### src/rtl/alu_ctrl_issue_if.sv
// Issue-side and output-side bundle of the multi-lane ALU control decoder.
// The master side is the issue stage plus the downstream consumer; the slave side is the decoder.
interface alu_ctrl_issue_if #(
    parameter int LANES = 2,
    parameter int OPW   = 5
);
    logic [LANES-1:0]     in_valid;
    logic [LANES-1:0]     in_ready;
    logic [2*LANES-1:0]   in_op;
    logic [3*LANES-1:0]   in_funct3;
    logic [7*LANES-1:0]   in_funct7;
    logic [LANES-1:0]     out_valid;
    logic                 out_ready;
    logic [OPW*LANES-1:0] out_aluop;
    logic [LANES-1:0]     out_illegal;
    logic [LANES-1:0]     out_mclass;
    logic                 md_busy;
    logic [15:0]          stall_cnt;

    modport master (
        output in_valid, in_op, in_funct3, in_funct7, out_ready,
        input  in_ready, out_valid, out_aluop, out_illegal, out_mclass, md_busy, stall_cnt
    );

    modport slave (
        input  in_valid, in_op, in_funct3, in_funct7, out_ready,
        output in_ready, out_valid, out_aluop, out_illegal, out_mclass, md_busy, stall_cnt
    );
endinterface

### src/rtl/alu_ctrl_issue.sv
// Multi-lane registered ALU control decoder with in-order acceptance and scheduling
// of a single shared multi-cycle mul/div unit.
module alu_ctrl_issue #(
    parameter int LANES   = 2,
    parameter int OPW     = 5,
    parameter int MUL_LAT = 2,
    parameter int DIV_LAT = 32
) (
    input logic             clk,
    input logic             rst,
    alu_ctrl_issue_if.slave bus
);
    localparam int CW = $clog2(DIV_LAT + 1);

    typedef logic [4:0] code_t;

    localparam code_t C_ADD  = 5'b00000;
    localparam code_t C_SUB  = 5'b00001;
    localparam code_t C_AND  = 5'b00100;
    localparam code_t C_OR   = 5'b00101;
    localparam code_t C_XOR  = 5'b00110;
    localparam code_t C_SLL  = 5'b00111;
    localparam code_t C_SRL  = 5'b01000;
    localparam code_t C_SRA  = 5'b01001;
    localparam code_t C_SLTU = 5'b01010;
    localparam code_t C_SLT  = 5'b01011;
    localparam code_t C_ILL  = 5'b11111;

    function automatic code_t decode(input logic [1:0] op, input logic [2:0] f3,
                                     input logic [6:0] f7);
        code_t c;
        c = C_ILL;
        case (op)
            2'b00: c = C_ADD;
            2'b01: c = C_SUB;
            2'b10: begin
                case ({f7, f3})
                    {7'h00, 3'b000}: c = C_ADD;
                    {7'h20, 3'b000}: c = C_SUB;
                    {7'h00, 3'b111}: c = C_AND;
                    {7'h00, 3'b110}: c = C_OR;
                    {7'h00, 3'b100}: c = C_XOR;
                    {7'h00, 3'b001}: c = C_SLL;
                    {7'h00, 3'b101}: c = C_SRL;
                    {7'h20, 3'b101}: c = C_SRA;
                    {7'h00, 3'b011}: c = C_SLTU;
                    {7'h00, 3'b010}: c = C_SLT;
                    {7'h01, 3'b000}: c = 5'b01100;
                    {7'h01, 3'b001}: c = 5'b01101;
                    {7'h01, 3'b010}: c = 5'b10100;
                    {7'h01, 3'b011}: c = 5'b10001;
                    {7'h01, 3'b100}: c = 5'b10010;
                    {7'h01, 3'b101}: c = 5'b01110;
                    {7'h01, 3'b110}: c = 5'b10011;
                    {7'h01, 3'b111}: c = 5'b01111;
                    default:         c = C_ILL;
                endcase
            end
            default: begin
                // Immediates ignore funct7 except for the shift encodings.
                case (f3)
                    3'b000:  c = C_ADD;
                    3'b111:  c = C_AND;
                    3'b110:  c = C_OR;
                    3'b100:  c = C_XOR;
                    3'b011:  c = C_SLTU;
                    3'b010:  c = C_SLT;
                    3'b001:  c = (f7 == 7'h00) ? C_SLL : C_ILL;
                    default: c = (f7 == 7'h00) ? C_SRL : ((f7 == 7'h20) ? C_SRA : C_ILL);
                endcase
            end
        endcase
        return c;
    endfunction

    code_t            code [LANES];
    logic [LANES-1:0] mclass;
    logic [LANES-1:0] is_div;
    logic [LANES-1:0] mhaz;
    logic [LANES-1:0] ready;
    logic             stage_free;
    logic             start_m;
    logic             start_div;
    logic             stall_hit;
    logic             prefix;
    logic             seen_m;

    logic [LANES-1:0]     valid_q;
    logic [OPW*LANES-1:0] aluop_q;
    logic [LANES-1:0]     illegal_q;
    logic [LANES-1:0]     mclass_q;
    logic [CW-1:0]        md_cnt;
    logic [15:0]          stall_q;

    assign stage_free = ~|valid_q | bus.out_ready;

    // NOTE: every always_comb output gets a default before any branch so no latch is inferred.
    always_comb begin
        prefix    = 1'b1;
        seen_m    = 1'b0;
        start_m   = 1'b0;
        start_div = 1'b0;
        stall_hit = 1'b0;
        mclass    = '0;
        is_div    = '0;
        mhaz      = '0;
        ready     = '0;
        for (int i = 0; i < LANES; i++) begin
            code[i]   = decode(bus.in_op[2*i +: 2], bus.in_funct3[3*i +: 3], bus.in_funct7[7*i +: 7]);
            is_div[i] = code[i] inside {5'b10010, 5'b01110, 5'b10011, 5'b01111};
            mclass[i] = is_div[i] | (code[i] inside {5'b01100, 5'b01101, 5'b10100, 5'b10001});
            // A lane's M hazard sees only lower lanes, so the accepted set stays an in-order prefix.
            mhaz[i]   = mclass[i] & ((md_cnt != '0) | seen_m);
            ready[i]  = ~rst & stage_free & prefix & ~mhaz[i];
            prefix    = ready[i];
            seen_m    = seen_m | (bus.in_valid[i] & mclass[i]);
            stall_hit = stall_hit | (bus.in_valid[i] & mhaz[i]);
            if (bus.in_valid[i] & ready[i] & mclass[i]) begin
                start_m   = 1'b1;
                start_div = is_div[i];
            end
        end
    end

    // NOTE: state registers use non-blocking assignments so every flop samples pre-edge values.
    always_ff @(posedge clk) begin
        if (rst) begin
            valid_q   <= '0;
            aluop_q   <= '0;
            illegal_q <= '0;
            mclass_q  <= '0;
            md_cnt    <= '0;
            stall_q   <= '0;
        end else begin
            if (stage_free) begin
                for (int i = 0; i < LANES; i++) begin
                    valid_q[i]            <= bus.in_valid[i] & ready[i];
                    aluop_q[OPW*i +: OPW] <= OPW'(code[i]);
                    illegal_q[i]          <= (code[i] == C_ILL);
                    mclass_q[i]           <= mclass[i];
                end
            end
            if (start_m) begin
                md_cnt <= start_div ? CW'(DIV_LAT) : CW'(MUL_LAT);
            end else if (md_cnt != '0) begin
                md_cnt <= md_cnt - CW'(1);
            end
            if (stall_hit && (stall_q != 16'hFFFF)) begin
                stall_q <= stall_q + 16'd1;
            end
        end
    end

    assign bus.in_ready    = ready;
    assign bus.out_valid   = valid_q;
    assign bus.out_aluop   = aluop_q;
    assign bus.out_illegal = illegal_q;
    assign bus.out_mclass  = mclass_q;
    assign bus.md_busy     = (md_cnt != '0);
    assign bus.stall_cnt   = stall_q;
endmodule
### src/flat_wrapper.sv
// flat-port wrapper written by rule: the top's interface ports become plain ports
module alu_ctrl_issue_flat 
#(
    parameter int LANES   = 2,
    parameter int OPW     = 5,
    parameter int MUL_LAT = 2,
    parameter int DIV_LAT = 32
)
  (clk, rst, bus_in_valid, bus_in_op, bus_in_funct3, bus_in_funct7, bus_out_ready, bus_in_ready, bus_out_valid, bus_out_aluop, bus_out_illegal, bus_out_mclass, bus_md_busy, bus_stall_cnt);
  alu_ctrl_issue_if #(.LANES(LANES), .OPW(OPW)) bus_i ();
  input logic clk;
  input logic rst;
  input wire logic [$bits(bus_i.in_valid)-1:0] bus_in_valid;
  input wire logic [$bits(bus_i.in_op)-1:0] bus_in_op;
  input wire logic [$bits(bus_i.in_funct3)-1:0] bus_in_funct3;
  input wire logic [$bits(bus_i.in_funct7)-1:0] bus_in_funct7;
  input wire logic [$bits(bus_i.out_ready)-1:0] bus_out_ready;
  output wire logic [$bits(bus_i.in_ready)-1:0] bus_in_ready;
  output wire logic [$bits(bus_i.out_valid)-1:0] bus_out_valid;
  output wire logic [$bits(bus_i.out_aluop)-1:0] bus_out_aluop;
  output wire logic [$bits(bus_i.out_illegal)-1:0] bus_out_illegal;
  output wire logic [$bits(bus_i.out_mclass)-1:0] bus_out_mclass;
  output wire logic [$bits(bus_i.md_busy)-1:0] bus_md_busy;
  output wire logic [$bits(bus_i.stall_cnt)-1:0] bus_stall_cnt;
  assign bus_i.in_valid = bus_in_valid;
  assign bus_i.in_op = bus_in_op;
  assign bus_i.in_funct3 = bus_in_funct3;
  assign bus_i.in_funct7 = bus_in_funct7;
  assign bus_i.out_ready = bus_out_ready;
  assign bus_in_ready = bus_i.in_ready;
  assign bus_out_valid = bus_i.out_valid;
  assign bus_out_aluop = bus_i.out_aluop;
  assign bus_out_illegal = bus_i.out_illegal;
  assign bus_out_mclass = bus_i.out_mclass;
  assign bus_md_busy = bus_i.md_busy;
  assign bus_stall_cnt = bus_i.stall_cnt;
  alu_ctrl_issue #(.LANES(LANES), .OPW(OPW), .MUL_LAT(MUL_LAT), .DIV_LAT(DIV_LAT)) u_core (.clk(clk), .rst(rst), .bus(bus_i));
endmodule
### config.mk
export PLATFORM = sky130hd
export DESIGN_NAME = alu_ctrl_issue_flat
export DESIGN_NICKNAME = d
export VERILOG_FILES = /design/src/rtl/alu_ctrl_issue_if.sv /design/src/rtl/alu_ctrl_issue.sv /design/src/flat_wrapper.sv
export SDC_FILE = /design/constraint.sdc
export NUM_CORES = 1
export LEC_CHECK = 0
export CAP_MARGIN = 10
export CORE_MARGIN = 2
export CORE_UTILIZATION = 46
export DETAILED_ROUTE_END_ITERATION = 8
export GPL_ROUTABILITY_DRIVEN = 0
export PLACE_DENSITY = 0.78
export SETUP_SLACK_MARGIN = 0.3
export SLEW_MARGIN = 20
export SYNTH_ARGS = -nofsm -noshare
export SYNTH_HDL_FRONTEND = slang
export SYNTH_SLANG_ARGS = --single-unit
### constraint.sdc
create_clock -name clk -period 3.8 [get_ports clk]
set_clock_uncertainty 0.15 [all_clocks]
set_input_delay 0.76 -clock clk [delete_from_list [all_inputs] [get_ports clk]]
set_output_delay 0.76 -clock clk [all_outputs]
set_load 0.005 [all_outputs]
# Yosys cells after proc, flatten, opt, wreduce, memory -nomap -nowiden
# Index checks and enable logic that the tools add are counted.
# Widths: inputs -> output; s select.
totals:
  regBits: 38
  inputBits: 29
  output_inout_bits: 35
classes:
  add_sub_neg: 2
  n_eq_ne: 71
  n_mux: 19
  bitwise: 21
  n_reduce_logical: 17
ops:
  columns: ["operator", "n"]
  rows:
  - ["$pmux 5 s18", 2]
  - ["$eq 10x4->1 const B", 16]
  - ["$eq 10x3->1 const B", 8]
  - ["$pmux 5 s7", 2]
  - ["$eq 5x5->1 const B", 10]
  - ["$eq 10x2->1 const B", 4]
  - ["$eq 10x9->1 const B", 4]
  - ["$eq 5x4->1 const B", 8]
  - ["$mux 5", 6]
  - ["$pmux 5 s3", 2]
  - ["$eq 10x1->1 const B", 2]
  - ["$logic_not 10->1", 2]
  - ["$eq 3x3->1 const B", 6]
  - ["$mux 6", 3]
  - ["$add 16x1->16 const B", 1]
  - ["$ne 16x16->1 const B", 1]
  - ["$reduce_bool 4->1", 4]
  - ["$eq 7x6->1 const B", 2]
  - ["$logic_not 7->1", 2]
  - ["$and 1x1->1", 13]
  - ["$eq 3x2->1 const B", 4]
  - ["$eq 3x1->1 const B", 2]
  - ["$logic_not 3->1", 2]
  - ["$reduce_bool 6->1", 1]
  - ["11 further kinds", 23]

# Logic depth before layout (Yosys ltp)
logic_depth:
  word_depth: 18
  ltp_mapped: 12
  depth_no_buf: 9

# Worst setup path before layout
# Ideal clock, no wire load.
synth_timing:
  path_type: "input -> output"
  startpoint: "in bus_in_funct7[2]"
  endpoint: "out bus_in_ready[1]"
  arrival_ns: 2.897
  required_ns: 2.890
  slack_ns: -0.007
  path_stages: 8
  path_buffers: 1
  cell_sequence: "or4_4 > or3_4 > nor2_1 > o22ai_1 > and2_1 > a31oi_1 > a21boi_0 > buf_4"
synth_via:
  elab_chain_len: 13
synth_lines:
  columns: ["item", "line_no", "rtl"]
  rows:
  - ["from (decl)", "flat_wrapper.sv:16", "input wire logic [$bits(bus_i.in_funct7)-1:0] bus_in_funct7;"]
  - ["$eq 7x6->1", "alu_ctrl_issue.sv:69", "default: c = (f7 == 7'h00) ? C_SRL : ((f7 == 7'h20) ? C_SRA : C_ILL);"]
  - ["$mux 5 (2 in a row)", "alu_ctrl_issue.sv:69", null]
  - ["$pmux 5 s7", "alu_ctrl_issue.sv:61", "case (f3)"]
  - ["$pmux 5 s3 (*)", "alu_ctrl_issue.sv:33", "case (op)"]
  - ["$eq 5x5->1 (tied with other cells)", "alu_ctrl_issue.sv:110", "is_div[i] = code[i] inside {5'b10010, 5'b01110, 5'b10011, 5'b01111};"]
  - ["$reduce_bool 4->1 (on tied branches)", "alu_ctrl_issue.sv:110, alu_ctrl_issue.sv:111", null]
  - ["$or 1x1->1 (*)", "alu_ctrl_issue.sv:111", "mclass[i] = is_div[i] | (code[i] inside {5'b01100, 5'b01101, 5'b10100, 5'b10001});"]
  - ["$and 1x1->1 (*)", "alu_ctrl_issue.sv:113", "mhaz[i] = mclass[i] & ((md_cnt != '0) | seen_m);"]
  - ["$not 1->1 (*)", "alu_ctrl_issue.sv:114", "ready[i] = ~rst & stage_free & prefix & ~mhaz[i];"]
  - ["$and 1x1->1 (*)", "alu_ctrl_issue.sv:114", null]
  - ["named net bus_in_ready[0]", "flat_wrapper.sv:18", "output wire logic [$bits(bus_i.in_ready)-1:0] bus_in_ready;"]
  - ["$and 1x1->1 (*) (2 in a row)", "alu_ctrl_issue.sv:114", null]
  - ["to (decl)", "flat_wrapper.sv:18", null]
# Mark *: on every way through the listed nets, which the timed path passes. The rest lies on a longest branch.

# Worst setup path in the final report
layout_timing:
  startpoint: "in bus_in_funct7[6]"
  endpoint: "out bus_in_ready[1]"
layout_via:
  elab_chain_len: 13
layout_lines:
  columns: ["item", "line_no"]
  rows:
  - ["$eq 7x6->1", "alu_ctrl_issue.sv:69"]
  - ["$mux 5 (2 in a row)", "alu_ctrl_issue.sv:69"]
  - ["$pmux 5 s7", "alu_ctrl_issue.sv:61"]
  - ["$pmux 5 s3 (*)", "alu_ctrl_issue.sv:33"]
  - ["$eq 5x5->1 (tied with other cells)", "alu_ctrl_issue.sv:110"]
  - ["$reduce_bool 4->1 (on tied branches)", "alu_ctrl_issue.sv:110, alu_ctrl_issue.sv:111"]
  - ["$or 1x1->1 (*)", "alu_ctrl_issue.sv:111"]
  - ["$and 1x1->1 (on tied branches)", "alu_ctrl_issue.sv:113, alu_ctrl_issue.sv:116"]
  - ["$not 1->1 / $or 1x1->1 (equally long branches)", "alu_ctrl_issue.sv:114, alu_ctrl_issue.sv:113"]
  - ["$and 1x1->1 (on tied branches)", "alu_ctrl_issue.sv:114, alu_ctrl_issue.sv:113"]
  - ["$and 1x1->1 / $not 1->1 (equally long branches)", "alu_ctrl_issue.sv:114"]
  - ["$and 1x1->1 (*)", "alu_ctrl_issue.sv:114"]
# Mark *: on every way between the ends. The rest lies on a longest branch, timed or not.

==> run metrics <==
via count of the first global-routing pass 3321; worst slew pin tran 0.4598 ns; share of flip-flops with an asynchronous set or reset after synthesis 0%; required time at the endpoint of the critical path 2.89 ns; post-route antenna net violation count 0; max_slew headroom 69.35%; ratio of final minimum period to clock period 99.80%; setup repair after global routing missed its margin yes; peak supply drop 0.0003975 V; pre-CTS setup slack -0.6193 ns; DP HPWL 6.171 mm; leakage power figure 0.001754 uW; status completed; r2r startpoint u_core.bus.stall_cnt[3]$_SDFFE_PP0P_; sum of overflow across all layers after global routing 0; Final Util 75.60%; data arrival time of the worst path 2.88 ns; Fmax 0.2637 GHz; Synthesis Warnings 0; Worst Reg-to-Reg Cells 10; # rows 28; power per standard cell area 344.8 mW/mm2; standard cell core area 0.005816 mm2; class of the worst hold path reg2reg; width of the die 80.88 um; start point of the critical path bus_in_funct7[6]; category of the most critical setup path in2out; CP max FO 4; initial cell density of the core 46.75%; post-detailed-route via-to-cell ratio 6.099; global-route wire length before repair 14.72 mm; clock tree root buffer cell sky130_fd_sc_hd__clkbuf_8; chip height 80.88 um; leading cell type in the layout, fill and taps excluded sky130_fd_sc_hd__buf_4; routed wire length per instance 17.38 um; fill cell instance count of the final layout 433; Syn Nets 396; number of nets in the finished design 541; H-tree depth 2; clock transition time at the flip-flop clock pins of the worst setup and hold paths 0.07 ns; EDFF count, synth 0; proportion of layout cells with a drive suffix above 1 34.71%; final worst path period need 3.792 ns; total global routing track utilization 28.37%; total of buffers placed on input and output ports 63; number of storage elements in the synthesis netlist 38; number of antenna violations at the first check in global routing 0; most frequent cells in the layout 88 x sky130_fd_sc_hd__buf_4, 47 x sky130_fd_sc_hd__nor2_1, 47 x sky130_fd_sc_hd__clkdlybuf4s50_1, 38 x sky130_fd_sc_hd__dfxtp_1, 27 x sky130_fd_sc_hd__a21oi_1; Placed Instances 551; Seq. cell area 760.7 um2; Num CTS Buffers 5; share of the yosys chip area belonging to registers 27.98%; end of the worst register-to-register path u_core.bus.stall_cnt[0]$_SDFFE_PP0P_; critical path launch point type primary input; total count of hold-check failures in the final report 0; largest net degree at the start of global routing 40; Setup Viol. Count Final 0; syn avg cell area 7.469 um2; # clock sinks 38; Post-route DRC 0; prevailing post-synth register cell sky130_fd_sc_hd__dfxtp_1; Detailed Routing Iterations Pass 1 5; crit path capture bus_in_ready[1]; max-cap check violation count 0; worst-case setup margin in the final layout 0.007716 ns; Die Outline Area 0.006542 mm2; multi-input combinational cell area 0.002041 mm2; Area growth syn-to-layout 61.71%; clock tree buffer depth 2; total wirelength of the detailed-routed design 10.17 mm; vias after detailed routing 3568; final std cells w/o fill 585; First DRT Iteration DRCs 316; I/O Pins 64; flop2flop setup slack 0.87 ns; Antenna Diode Count 0; clock insertion delay at the later pin of the skew report 0.31 ns; synth unique cells 68; clock tree from TritonCTS built; netlist area before placement 0.002719 mm2; synthesized netlist cell count 364; crit path capture type primary output; total count of max-transition violations in the final report 0
## worst max-delay path, stage by stage
cell and delay [ns]:
sky130_fd_sc_hd__buf_6 0.09, sky130_fd_sc_hd__or4_4 0.56, sky130_fd_sc_hd__or3_4 0.38, sky130_fd_sc_hd__o21bai_4 0.21, sky130_fd_sc_hd__a221oi_2 0.34, sky130_fd_sc_hd__mux2i_2 0.14
sky130_fd_sc_hd__o21ai_2 0.18, sky130_fd_sc_hd__a21boi_2 0.09, sky130_fd_sc_hd__buf_2 0.13
## power by group
group	internal (uW)	switching (uW)	total [uW]
Clock	147	160	307
Sequential	448	36.4	485
Combinational	366	358	725
## state kept, by name, indices dropped and copies added (netlist names)
register,count
u_core.bus.stall_cnt,16
u_core.bus.out_aluop,10
u_core.bus.out_mclass,2
u_core.md_cnt,6
u_core.bus.out_illegal,2
u_core.bus.out_valid,2
## cell usage after synthesis, drive strengths merged (5+ instances only)
cell | number | area, um2
a21oi | 33 | 165.2
nand3 | 12 | 60.06
nor3 | 18 | 90.09
nand2b | 8 | 50.05
inv | 14 | 52.55
o21ai | 15 | 75.07
nand2 | 25 | 93.84
o31ai | 7 | 52.55
a31oi | 7 | 43.79
and3 | 5 | 32.53
nand4 | 7 | 43.79
dfxtp | 38 | 760.7
or4 | 8 | 63.81
clkbuf | 11 | 81.33
a211oi | 8 | 60.06
or3 | 5 | 36.28
nor2 | 51 | 191.4
nor2b | 11 | 68.82
buf | 9 | 60.06
## worst min path at each step
stage / startpoint / endpoint / slack, ns / cells past startpoint
finish: u_core.bus.out_aluop[9]$_SDFFE_PP0N_ / u_core.bus.out_aluop[9]$_SDFFE_PP0N_ / 0.35 / 2
global route: u_core.bus.out_aluop[4]$_SDFFE_PP0N_ / u_core.bus.out_aluop[4]$_SDFFE_PP0N_ / 0.38 / 2
CTS: u_core.bus.out_illegal[0]$_SDFFE_PP0N_ / u_core.bus.out_illegal[0]$_SDFFE_PP0N_ / 0.34 / 2
detailed placement: u_core.bus.out_illegal[0]$_SDFFE_PP0N_ / u_core.bus.out_illegal[0]$_SDFFE_PP0N_ / 0.33 / 2
global placement: u_core.bus.out_illegal[0]$_SDFFE_PP0N_ / u_core.bus.out_illegal[0]$_SDFFE_PP0N_ / 0.32 / 2
floorplan: u_core.bus.out_illegal[0]$_SDFFE_PP0N_ / u_core.bus.out_illegal[0]$_SDFFE_PP0N_ / 0.30 / 2
## stage by stage
step                hold WS [ns]  power [uW]  area, um2  setup TNS, ns
finish                    0.3495        1516       4397              0
global route              0.3794        1599       4397       -0.05862
CTS                       0.3441        1428       4188              0
detailed placement        0.3324        1085       3864         -3.380
global placement          0.3221        1066       3864         -2.442
floorplan                 0.2983       848.9       2764              0
## logic make-up after synthesis
logic type               Yosys count  synth area share [%]
AND/OR/NAND/NOR                  173                 33.41
AO/OA/AOI/OAI                    104                 26.14
flip-flops                        38                 27.98
buffers and inverters             36                 7.593
XOR/XNOR                           6                 1.933
multiplexers                       4                 1.565
adder cells (fa/ha/maj)            3                 1.381
## repair_timing
action	CTS	global route
gates cloned	1	1
endpoints found under the hold margin	0	0
setup endpoints to repair	15	19
gates resized for setup	49	44
buffers inserted	19	5
hold buffers	0	0
pin swaps	19	29
## metal layers
layer | wire length, um | GRT usage, %
met1 | 4003 | 32.77
met5 | 0 | 0
met2 | 5161 | 52.48
met3 | 568 | 4.778
met4 | 436 | 9.661
## area by class of cell
class                      count  share of cell area, %
inverter                      15                  1.281
clock inverter                 1                 0.1138
clock buffer                   7                  1.964
timing repair buffer         158                  30.79
sequential                    38                  17.30
multi-input combinational    291                  46.41
tap                           75                  2.134
Note: power is estimated with default switching activity, not from simulation.
